### src/rtl/alu_pkg.sv
// Shared definitions for the ALU writeback slice: widths, flag bit positions
// and the packed layout of one queued writeback entry.
package alu_pkg;

    localparam int DATA_W = 32;
    localparam int ADDR_W = 4;
    localparam int NFLAGS = 4;

    // Bit positions inside the {N,Z,C,V} flag nibble.
    localparam int FLG_N = 3;
    localparam int FLG_Z = 2;
    localparam int FLG_C = 1;
    localparam int FLG_V = 0;

    typedef struct packed {
        logic [ADDR_W-1:0] dest;
        logic              flag_en;
        logic [NFLAGS-1:0] flags;
        logic [DATA_W-1:0] data;
    } wb_entry_t;

    localparam int ENTRY_W = $bits(wb_entry_t);

endpackage

### src/rtl/wb_fifo.sv
// Generic synchronous FIFO with registered storage, flush, and a
// combinational head read. Full/empty come from the occupancy count.
module wb_fifo #(
    parameter  int WIDTH = 8,
    parameter  int DEPTH = 4,
    localparam int PTR_W = $clog2(DEPTH)
) (
    input  logic             clk,
    input  logic             rst_b,
    input  logic             i_push,
    input  logic [WIDTH-1:0] i_data,
    input  logic             i_pop,
    input  logic             i_flush,
    output logic [WIDTH-1:0] o_head,
    output logic             o_full,
    output logic             o_empty,
    output logic [PTR_W:0]   o_count
);

    localparam logic [PTR_W:0] FULL_CNT = (PTR_W+1)'(DEPTH);

    logic [WIDTH-1:0] r_mem [DEPTH];
    logic [PTR_W-1:0] r_wptr;
    logic [PTR_W-1:0] r_rptr;
    logic [PTR_W:0]   r_count;

    logic w_full;
    logic w_empty;
    logic w_do_push;
    logic w_do_pop;

    assign w_full    = (r_count == FULL_CNT);
    assign w_empty   = (r_count == '0);
    assign w_do_pop  = i_pop && !w_empty;
    // A push into a full FIFO is accepted only when a pop frees the slot.
    assign w_do_push = i_push && (!w_full || w_do_pop);

    always_ff @(posedge clk or negedge rst_b) begin
        if (!rst_b) begin
            r_wptr  <= '0;
            r_rptr  <= '0;
            r_count <= '0;
            for (int i = 0; i < DEPTH; i++) begin
                r_mem[i] <= '0;
            end
        end else if (i_flush) begin
            r_wptr  <= '0;
            r_rptr  <= '0;
            r_count <= '0;
        end else begin
            if (w_do_push) begin
                r_mem[r_wptr] <= i_data;
                r_wptr        <= r_wptr + 1'b1;
            end
            if (w_do_pop) begin
                r_rptr <= r_rptr + 1'b1;
            end
            case ({w_do_push, w_do_pop})
                2'b10:   r_count <= r_count + 1'b1;
                2'b01:   r_count <= r_count - 1'b1;
                default: r_count <= r_count;
            endcase
        end
    end

    assign o_head  = r_mem[r_rptr];
    assign o_full  = w_full;
    assign o_empty = w_empty;
    assign o_count = r_count;

endmodule

### src/rtl/alu_writeback.sv
// Queues acknowledged ALU results in order and drains them to the register
// file, committing status flags only when an entry is actually written back.
module alu_writeback
    import alu_pkg::*;
#(
    parameter int DEPTH = 4
) (
    input  logic              clk,
    input  logic              rst_b,
    input  logic              alu_ack,
    input  logic [DATA_W-1:0] alu_out,
    input  logic              cf,
    input  logic              nf,
    input  logic              zf,
    input  logic              vf,
    input  logic [ADDR_W-1:0] wb_dest,
    input  logic              wb_flag_en,
    input  logic              flush,
    input  logic              clr_err,
    output logic              rf_wr_en,
    output logic [ADDR_W-1:0] rf_wr_addr,
    output logic [DATA_W-1:0] rf_wr_data,
    input  logic              rf_wr_rdy,
    output logic [3:0]        flags_q,
    output logic              fifo_full,
    output logic              fifo_empty,
    output logic              ovf_err
);

    localparam int             PTR_W    = $clog2(DEPTH);
    localparam logic [PTR_W:0] FULL_CNT = (PTR_W+1)'(DEPTH);

    wb_entry_t         w_new;
    wb_entry_t         w_head;
    logic [NFLAGS-1:0] w_new_flags;
    logic              w_full;
    logic              w_empty;
    logic [PTR_W:0]    w_count;
    logic              w_push;
    logic              w_pop;
    logic              w_ovf;

    logic [3:0]        r_flags;
    logic              r_ovf_err;

    always_comb begin
        w_new_flags        = '0;
        w_new_flags[FLG_N] = nf;
        w_new_flags[FLG_Z] = zf;
        w_new_flags[FLG_C] = cf;
        w_new_flags[FLG_V] = vf;
    end

    assign w_new = '{dest: wb_dest, flag_en: wb_flag_en, flags: w_new_flags, data: alu_out};

    // rf_wr_en is valid, rf_wr_rdy is ready: a write transfers on a cycle where
    // both are high. While valid is high and ready low, addr/data hold the head.
    assign w_pop  = rf_wr_en && rf_wr_rdy;
    assign w_push = alu_ack && (!w_full || w_pop);
    assign w_ovf  = alu_ack && w_full && !w_pop;

    wb_fifo #(
        .WIDTH (ENTRY_W),
        .DEPTH (DEPTH)
    ) u_fifo (
        .clk     (clk),
        .rst_b   (rst_b),
        .i_push  (w_push),
        .i_data  (w_new),
        .i_pop   (w_pop),
        .i_flush (flush),
        .o_head  (w_head),
        .o_full  (w_full),
        .o_empty (w_empty),
        .o_count (w_count)
    );

    always_ff @(posedge clk or negedge rst_b) begin
        if (!rst_b) begin
            r_flags <= '0;
        end else if (w_pop && !flush && w_head.flag_en) begin
            r_flags <= w_head.flags;
        end
    end

    // A new overflow in the same cycle as clr_err keeps the error set.
    always_ff @(posedge clk or negedge rst_b) begin
        if (!rst_b) begin
            r_ovf_err <= 1'b0;
        end else if (w_ovf) begin
            r_ovf_err <= 1'b1;
        end else if (clr_err) begin
            r_ovf_err <= 1'b0;
        end
    end

    assign rf_wr_en   = !w_empty;
    assign rf_wr_addr = w_head.dest;
    assign rf_wr_data = w_head.data;
    assign flags_q    = r_flags;
    assign ovf_err    = r_ovf_err;
    assign fifo_full  = (w_count == FULL_CNT);
    assign fifo_empty = (w_count == '0);

endmodule
### config.mk
export PLATFORM = sky130hd
export DESIGN_NAME = alu_writeback
export DESIGN_NICKNAME = d
export VERILOG_FILES = /design/src/rtl/alu_pkg.sv /design/src/rtl/wb_fifo.sv /design/src/rtl/alu_writeback.sv
export SDC_FILE = /design/constraint.sdc
export NUM_CORES = 1
export LEC_CHECK = 0
export CAP_MARGIN = 20
export CORE_ASPECT_RATIO = 1.25
export CORE_MARGIN = 4
export CORE_UTILIZATION = 35
export CTS_CLUSTER_DIAMETER = 200
export CTS_CLUSTER_SIZE = 40
export DETAILED_ROUTE_END_ITERATION = 10
export GPL_TIMING_DRIVEN = 0
export HOLD_SLACK_MARGIN = 0.02
export SLEW_MARGIN = 30
export SYNTH_ARGS = -nofsm -noshare
export SYNTH_HDL_FRONTEND = slang
export SYNTH_SLANG_ARGS = --single-unit
### constraint.sdc
create_clock -name clk -period 5.39 [get_ports clk]
set_input_delay 1.078 -clock clk [delete_from_list [all_inputs] [get_ports clk]]
set_output_delay 1.078 -clock clk [all_outputs]
set_load 0.01 [all_outputs]
; ---- Word level (Yosys, flattened, before mapping)
; Cells that the tools add are included.
; Widths: inputs -> output; s select.
[totals]
reg_bits = 176
latch_bits = 0
ramBits = 0
rom_bits = 0
elab_cells = 57
n_memories = 0
[op_classes]
add_sub_neg = 4
mul = 0
div = 0
magnitude_cmp = 3
eq_ne = 3
shift = 0
muxes = 14
bitwise_logic = 3
reduce_logical = 21
[ops]
columns = op, n
row1 = $bwmux 164, 1
row2 = $mux 41, 3
row3 = $bmux 41 s2, 1
row4 = $demux 41 s2, 1
row5 = $logic_and 1x1->1, 9
row6 = $mux 2, 4
row7 = $ge 3x3->1 const B, 2
row8 = $not 2->3, 2
row9 = $pmux 3 s2, 1
row10 = $reduce_bool 2->1, 3
row11 = $add 2x1->2 const B, 2
row12 = $logic_not 1->1, 4
row13 = $add 3x1->3 const B, 1
row14 = $eq 3x3->1 const B, 1
row15 = $logic_not 3->1, 1
row16 = $lt 3x1->1 const B, 1
row17 = $mux 3, 1
row18 = $reduce_bool 3->1, 1
row19 = $sub 3x1->3 const B, 1
row20 = $eq 2x1->1 const B, 1
row21 = $eq 2x2->1 const B, 1
row22 = $logic_or 1x1->1, 2
row23 = $mux 1, 2
row24 = $reduce_and 2->1, 1
row25 = $not 1->1, 1

; ---- Longest topological paths before layout
; Gate-level depths: netlist of the first run.
[depth]
depth_word = 9
mapped_depth = 8
mapped_depth_nobuf = 7

; ---- Modules after synthesis
; A second synthesis of the first run with hierarchy kept.
[unflattened]
hier_cells = 484
area_unflattened_um2 = 8582.0
[modules_own_cells]
columns = mod, n_inst, cells_each, area_each_um2
row1 = wb_fifo, 1, 466, 8333.0
row2 = alu_writeback, 1, 18, 249.0

; ---- Least setup slack after synthesis of the first run
; OpenSTA, ideal clock, no wires.
[synth_timing]
path_type = reg2out
startpoint = register u_fifo.r_rptr[0]
endpoint = output rf_wr_data[10]
t_arrival_ns = 1.790
required_time_ns = 4.312
setup_slack_ns = 2.522
stages_incl_launch_ff = 6
n_path_buf = 4
cell_sequence = dfrtp_1 -> buf_2 -> buf_2 -> buf_2 -> mux4_2 -> buf_4
[synth_via]
elab_chain_len = 4
[synth_lines]
columns = item, line_no
row1 = from (decl), wb_fifo.sv:24  ; logic [PTR_W-1:0] r_rptr;
row2 = from (signal assigned), wb_fifo.sv:56  ; r_rptr <= r_rptr + 1'b1;
row3 = $not 2->3 (not written as such), wb_fifo.sv:66  ; assign o_head = r_mem[r_rptr];
row4 = $bmux 41 s2, wb_fifo.sv:66
row5 = $mux 41 (not written as such) (2 in a row), wb_fifo.sv:66
row6 = to (decl), alu_writeback.sv:22  ; output logic [DATA_W-1:0] rf_wr_data,
; No other way between the ends. The select of a mux whose other input is x is not followed.

; ---- Worst setup path in the final report of the first run
[layout_timing]
startpoint = register u_fifo.r_rptr[1]
endpoint = output rf_wr_data[21]
; The elaborated chain is that of the path after synthesis.

==> results.cfg, run 1 <==
[finish]
num-fill-cells = 1963
register_area_um2 = 4400
antennaDiodeCount = 0
nNetsFinal = 667
areaGrowthSynthToFinish_pct = 23.5
multiInputGateArea_um2 = 3150
drive_gt1_share_pct = 47.9
finalNonFillerCells = 911

[sta]
worst_pin_slew_ns = 0.756
max_slew_margin_pct = 49.6
layout_setup_ws_ns = 1.04
min_period_ns = 4.35
tns_ns = 0
grt_setup_unrepaired = no
finalSetupViolations = 0
maxSlewViolCount = 0
hold_viol = 0
fin_skew_ns = 0.0105
fin_crit_sh_pct = 80.7
max_freq_mhz = 230

[pwr]
swShare_pct = 25.8
p_seq_share_pct = 43.4
ir_worst_vdd_v = 0.000257
p_int_uw = 3350
leakage_uw = 0.00435
switchingPower_uw = 1160
power.total_uw = 4520
power.density_nw_per_um2 = 452
p_comb_share_pct = 29.3
pwr-share-clk_pct = 27.3

[setup_path]
setup.worst_path.start_class = flip-flop
crit_chain = clkbuf_1 > buf_1 > mux4_2 > buf_4 > clkdlybuf4s50_1
path_class = flip-flop to output pin
cpPeakStageDelay_ns = 0.64
path_buf_inv = 4
critical_path.max_fanout = 10
crit_family = buffers and inverters
critical_path_required_ns = 4.31
worst_path_max_delay_cell = buf_1
crit_path_end_kind = output pin
crit_arrival_ns = 3.27

[yosys]
synth_fp_nets = 557
synthMuxAreaShare_pct = 34.9
yosys.area_share.simple_pct = 1.45
yosysWarnings = 0
synth_area_um2 = 8090
synth_edf_count = 0
synth_top_family_by_area = multiplexers
ys_seq_area_share_pct = 54.5
synth_cells = 505
synthDistinctLibCells = 31
synth_compound_area_share_pct = 1.15
synth_async_sr_flop_share_pct = 100
ys.flop_type = dfrtp_1
synth_xor_area_share_pct = 0.542
synthAdderAreaFrac_pct = 0.867
ys_ff_latch = 176
syn_area_per_cell_um2 = 16.0

[floorplan]
chipWidth_um = 144
row_count = 61
core_area_um2 = 22500
initial_core_util_pct = 35.9
die-area_um2 = 25600
fp.dieH_um = 178
ios = 91

[global_routing]
overflow = 0
grt_max_degree = 85
grt_pass1_vias = 5096
track_usage_pct = 14.3
antenna_found_initial = 0
grt_pass1_wl_um = 27600

[cts]
cts_sinks = 176
cts_tree = yes
numCtsBuffers = 17
clk_pin_slew_ns = 0.07
clk_latency_ns = 0.42
cts-root-buf = clkbuf_16
cts_hold_buf = 0
clock_tree.buffer_depth = 2
htree_levels = 4
post-cts-setup-buffers = 0
cts_resized = 0

[place]
placedCellCount = 879
dpl.hpwl_um = 11800
port_buffers = 89
gp_congestion = 0.715
dp_slack_ns = 1.41

[route]
routed_via_density = 4.96
drt_wl_total_um = 17100
wire_per_inst_um = 18.8
drt_iter0_drc = 177
first_pass_iters = 4
ant_nets = 0
vias = 4518
drcViolationCount = 0

[run_status]
status = completed

[worst_hold_path]
hold_path_class = input port to async pin

[run]
maxCapViolCount = 0
-- synthesized netlist by cell type (2+ instances only) --
| master | n | area share (%) |
|---|---|---|
| a31oi_1 | 2 | 0.15 |
| buf_6 | 16 | 2.2 |
| xor2_1 | 2 | 0.22 |
| buf_4 | 36 | 3.3 |
| xnor2_1 | 3 | 0.33 |
| inv_1 | 8 | 0.37 |
| nand2b_1 | 2 | 0.15 |
| buf_2 | 5 | 0.31 |
| nand3_1 | 2 | 0.12 |
| mux2_2 | 168 | 23 |
| clkbuf_1 | 4 | 0.19 |
| nand2_1 | 6 | 0.28 |
| ha_1 | 4 | 0.62 |
| nor2_1 | 8 | 0.37 |
| dfrtp_1 | 176 | 54 |
| buf_1 | 3 | 0.14 |
| a21oi_1 | 3 | 0.19 |
| mux4_2 | 41 | 11 |
| o21ai_0 | 4 | 0.25 |
-- placed cells by master, fill, tap and decap left out, drive strengths merged, types with 3 or more instances in the layout --
cell           netlist  layout
o21ai                4       4
mux2               168     168
dfrtp              176     176
xnor2                3       3
clkbuf               4      24
clkdlybuf4s50        0      88
nor2                 8       8
a21oi                3       3
nand2                6       6
mux4                41      41
ha                   4       4
inv                  8      14
clkinvlp             0       3
buf                 60      63
-- routing by layer --
| layer | GRT usage (%) | vias up | part of all wire (%) |
|---|---|---|---|
| met4 | 3.89 | 0 | 1.3 |
| met1 | 17.0 | 2398 | 41 |
| li1 | - | 2029 | - |
| met2 | 25.6 | 74 | 54 |
| met5 | 0 | - | 0 |
| met3 | 3.45 | 17 | 3.3 |
-- area by class of cell --
type                            count  area share (%)
Timing Repair Buffer               91            9.53
Inverter                            8           0.301
Clock inverter                     12            1.47
Tap cell                          283            3.55
Clock buffer                       20            4.47
Multi-Input combinational cell    257            31.5
Buffer                             64            5.03
Sequential cell                   176            44.1
-- worst register-to-register path: stages (launching register included) --
cell	delay [ns]
dfrtp_1	0.47
o31ai_1	0.44
nor2_1	0.10
fa_1	0.41
or3b_2	0.49
and3_1	0.18
a31oi_1	0.15
a21oi_1	0.08
-- registers in the layout, indices dropped and copies added, names as in the netlist --
signal          flops
u_fifo.r_mem      164
ovf_err             1
flags_q             4
u_fifo.r_rptr       2
u_fifo.o_count      3
u_fifo.r_wptr       2
-- final timing paths --
path                            cells after the start                           from                       endpoint  slack, ns
worst min-delay path                                1                          rst_b         flags_q[2]$_DFFE_PN0P_       0.47
min in group clk                                    1   u_fifo.r_mem[55]$_DFFE_PN0P_   u_fifo.r_mem[55]$_DFFE_PN0P_       0.50
max in group asynchronous                           3                          rst_b   u_fifo.r_mem[18]$_DFFE_PN0P_       3.87
worst max register to register                      7  u_fifo.o_count[0]$_DFFE_PN0P_  u_fifo.o_count[2]$_DFFE_PN0P_       2.93
worst max-delay path                                5   u_fifo.r_rptr[1]$_DFFE_PN0P_                 rf_wr_data[21]       1.04
worst min register to register                      1   u_fifo.r_mem[55]$_DFFE_PN0P_   u_fifo.r_mem[55]$_DFFE_PN0P_       0.50
-- per-stage QoR --
step | instance area [um^2] | utilization [%] | hold WS [ns]
6_report | 9980 | 44.3 | 0.475
3_5_place_dp | 9390 | 41.7 | 0.487
5_1_grt | 9980 | 44.3 | 0.458
2_1_floorplan | 8090 | - | 0.474
4_1_cts | 9980 | 44.3 | 0.455
3_3_place_gp | 9330 | 41.4 | 0.481
-- kinds of logic (layout without fill, tap and decap cells) --
kind of cell / Yosys count / after routing
AO/OA/AOI/OAI: 13 / 13
XOR/XNOR: 5 / 5
adder cells (fa/ha/maj): 5 / 5
buffers and inverters: 72 / 195
flip-flops: 176 / 176
multiplexers: 210 / 210
AND/OR/NAND/NOR: 24 / 24
-- power by group through the flow --
stage / sequential [uW] / combinational [uW] / clock, uW
floorplan: 1910 / 892 / 0
global placement: 1940 / 1300 / 0
detailed placement: 1990 / 1350 / 0
CTS: 1960 / 1360 / 1270
global route: 2000 / 1440 / 1320
finish: 1960 / 1320 / 1230
Power figures use the tool's default switching activity.
==> run 2, diff against run 1 <==
clock period = 3.9 ns   (was 5.39 ns; I/O delays follow)
==> run 2 against run 1 <==
Effect of this change: combinational power rose by 39%; critical path type unchanged; total power rose by 38%; hold slack got worse by 0.30 ns; core utilization barely moved; final area barely moved; non-clock buffer count did not move; critical path depth did not move; global-route usage barely moved; setup slack got worse by 0.90 ns; clock power rose by 39%; largest cell class unchanged.
==> results.cfg, run 2 (synthesis results as in run 1) <==
[setup_path]
critical_path.max_fanout = 10
critical_path_required_ns = 3.12
crit_family = buffers and inverters
reg2regPathDepth = 7
crit_arrival_ns = 2.98
worst_path_max_delay_cell = buf_1
setup.worst_path.start_class = flip-flop
path_class = flip-flop to output pin
worstReg2RegEnd = u_fifo.o_count[2]$_DFFE_PN0P_
crit_chain = clkbuf_2 > buf_1 > mux4_2 > buf_4 > clkdlybuf4s50_1
cpPeakStageDelay_ns = 0.57
worstReg2RegStart = u_fifo.o_count[0]$_DFFE_PN0P_
crit_path_end_kind = output pin
path_buf_inv = 4
rrSetupSlack_ns = 1.44

[global_routing]
grt_pass1_wl_um = 27600
grt_pass1_vias = 5094
grt_max_degree = 85
track_usage_pct = 14.3
antenna_found_initial = 0
overflow = 0

[sta]
finalSetupViolations = 0
grt_setup_unrepaired = no
fin_crit_sh_pct = 96.5
min_period_ns = 3.76
tns_ns = 0
worst_pin_slew_ns = 0.673
hold_ws_ns = 0.175
maxSlewViolCount = 0
hold_viol = 0
max_slew_margin_pct = 55.1
max_freq_mhz = 266
fin_skew_ns = 0.0112

[cts]
numCtsBuffers = 17
cts-root-buf = clkbuf_16
clk_latency_ns = 0.42
cts_sinks = 176
post-cts-setup-buffers = 0
htree_levels = 4
cts_tree = yes
clk_pin_slew_ns = 0.07
clock_tree.buffer_depth = 2

[pwr]
power.total_uw = 6250
power.density_nw_per_um2 = 625
ir_worst_vdd_v = 0.000357
leakage_uw = 0.00436

[route]
wire_per_inst_um = 18.8
routed_via_density = 4.97
ant_nets = 0
vias = 4527
first_pass_iters = 4
drt_wl_total_um = 17100
drt_iter0_drc = 178
drcViolationCount = 0

[finish]
num-fill-cells = 1962
register_area_um2 = 4400
areaGrowthSynthToFinish_pct = 23.6
antennaDiodeCount = 0
multiInputGateArea_um2 = 3150
final_common_cell = dfrtp_1
nNetsFinal = 667
layout_common_cells = dfrtp_1 (176), mux2_2 (168), clkdlybuf4s50_1 (88)
finish.instance_area_um2 = 9990
regMostFlops = u_fifo.r_mem
largest_reg_flops = 164
drive_gt1_share_pct = 48.4

[run]
maxCapViolCount = 0

[floorplan]
die-area_um2 = 25600
initial_core_util_pct = 35.9
ios = 91
chipWidth_um = 144
row_count = 61
fp.dieH_um = 178
core_area_um2 = 22500

[place]
placed_cell_area_um2 = 9390
dpl.hpwl_um = 11800
gp_congestion = 0.715
port_buffers = 89

[run_status]
status = completed

[worst_hold_path]
hold_path_class = input port to async pin
## run 2: cell type report
type / instances / area share, %
sequential: 176 / 44.1
clock buffer: 20 / 4.47
tap: 283 / 3.54
timing repair buffer: 91 / 9.52
clock inverter: 12 / 1.47
buffer: 64 / 5.11
multi-input combinational: 257 / 31.5
inverter: 8 / 0.301
## run 2: where the power goes
| group | total [uW] | internal [uW] | switching (uW) |
|---|---|---|---|
| combinational | 1830 | 1240 | 592 |
| clock | 1710 | 977 | 730 |
| sequential | 2710 | 2420 | 290 |
| total | 6250 | 4630 | 1610 |
## run 2: per-stage QoR
| step | setup slack (ns) | utilization (%) | instances |
|---|---|---|---|
| final | 0.138 | 44.4 | 911 |
| after global routing | 0.00768 | 44.4 | 911 |
| after CTS | 0.0448 | 44.4 | 911 |
| after detailed placement | 0.223 | 41.7 | 879 |
| after global placement | -4.63 | 41.4 | 877 |
| after floorplan | 1.33 | - | 505 |
## run 2: worst max path at each step
stage	from	end	slack [ns]	depth (start not counted)
5_1_grt	u_fifo.r_rptr[0]$_DFFE_PN0P_	rf_wr_data[11]	0.008	6
6_report	u_fifo.r_rptr[1]$_DFFE_PN0P_	rf_wr_data[6]	0.14	5
3_5_place_dp	u_fifo.r_rptr[1]$_DFFE_PN0P_	rf_wr_data[20]	0.22	5
4_1_cts	u_fifo.r_rptr[1]$_DFFE_PN0P_	rf_wr_data[6]	0.04	5
2_1_floorplan	u_fifo.r_rptr[0]$_DFFE_PN0P_	rf_wr_data[10]	1.33	5
3_3_place_gp	rst_b	u_fifo.r_mem[135]$_DFFE_PN0P_	-4.63	1
## run 2: worst reg2reg max path, cell delays in order (launching register included)
cell and delay [ns]:
dfrtp_1 0.47, o31ai_1 0.44, nor2_1 0.10, fa_1 0.41
or3b_2 0.49, and3_1 0.18, a31oi_1 0.15, a21oi_1 0.08
## run 2: timing repair
item,4_1_cts,5_1_grt
hold buffers,0,0
gates resized for setup,5,0
endpoints found under the setup margin,29,0
## run 2: metal layers
| metal | global-route usage, % | part of all wire [%] | routed length (um) | vias to the layer above |
|---|---|---|---|---|
| met1 | 16.9 | 41 | 7050 | 2405 |
| met4 | 3.89 | 1.3 | 230 | 0 |
| met3 | 3.45 | 3.4 | 575 | 18 |
| met2 | 25.6 | 54 | 9270 | 76 |
| met5 | 0 | 0 | 0 | - |
| li1 | - | - | - | 2028 |
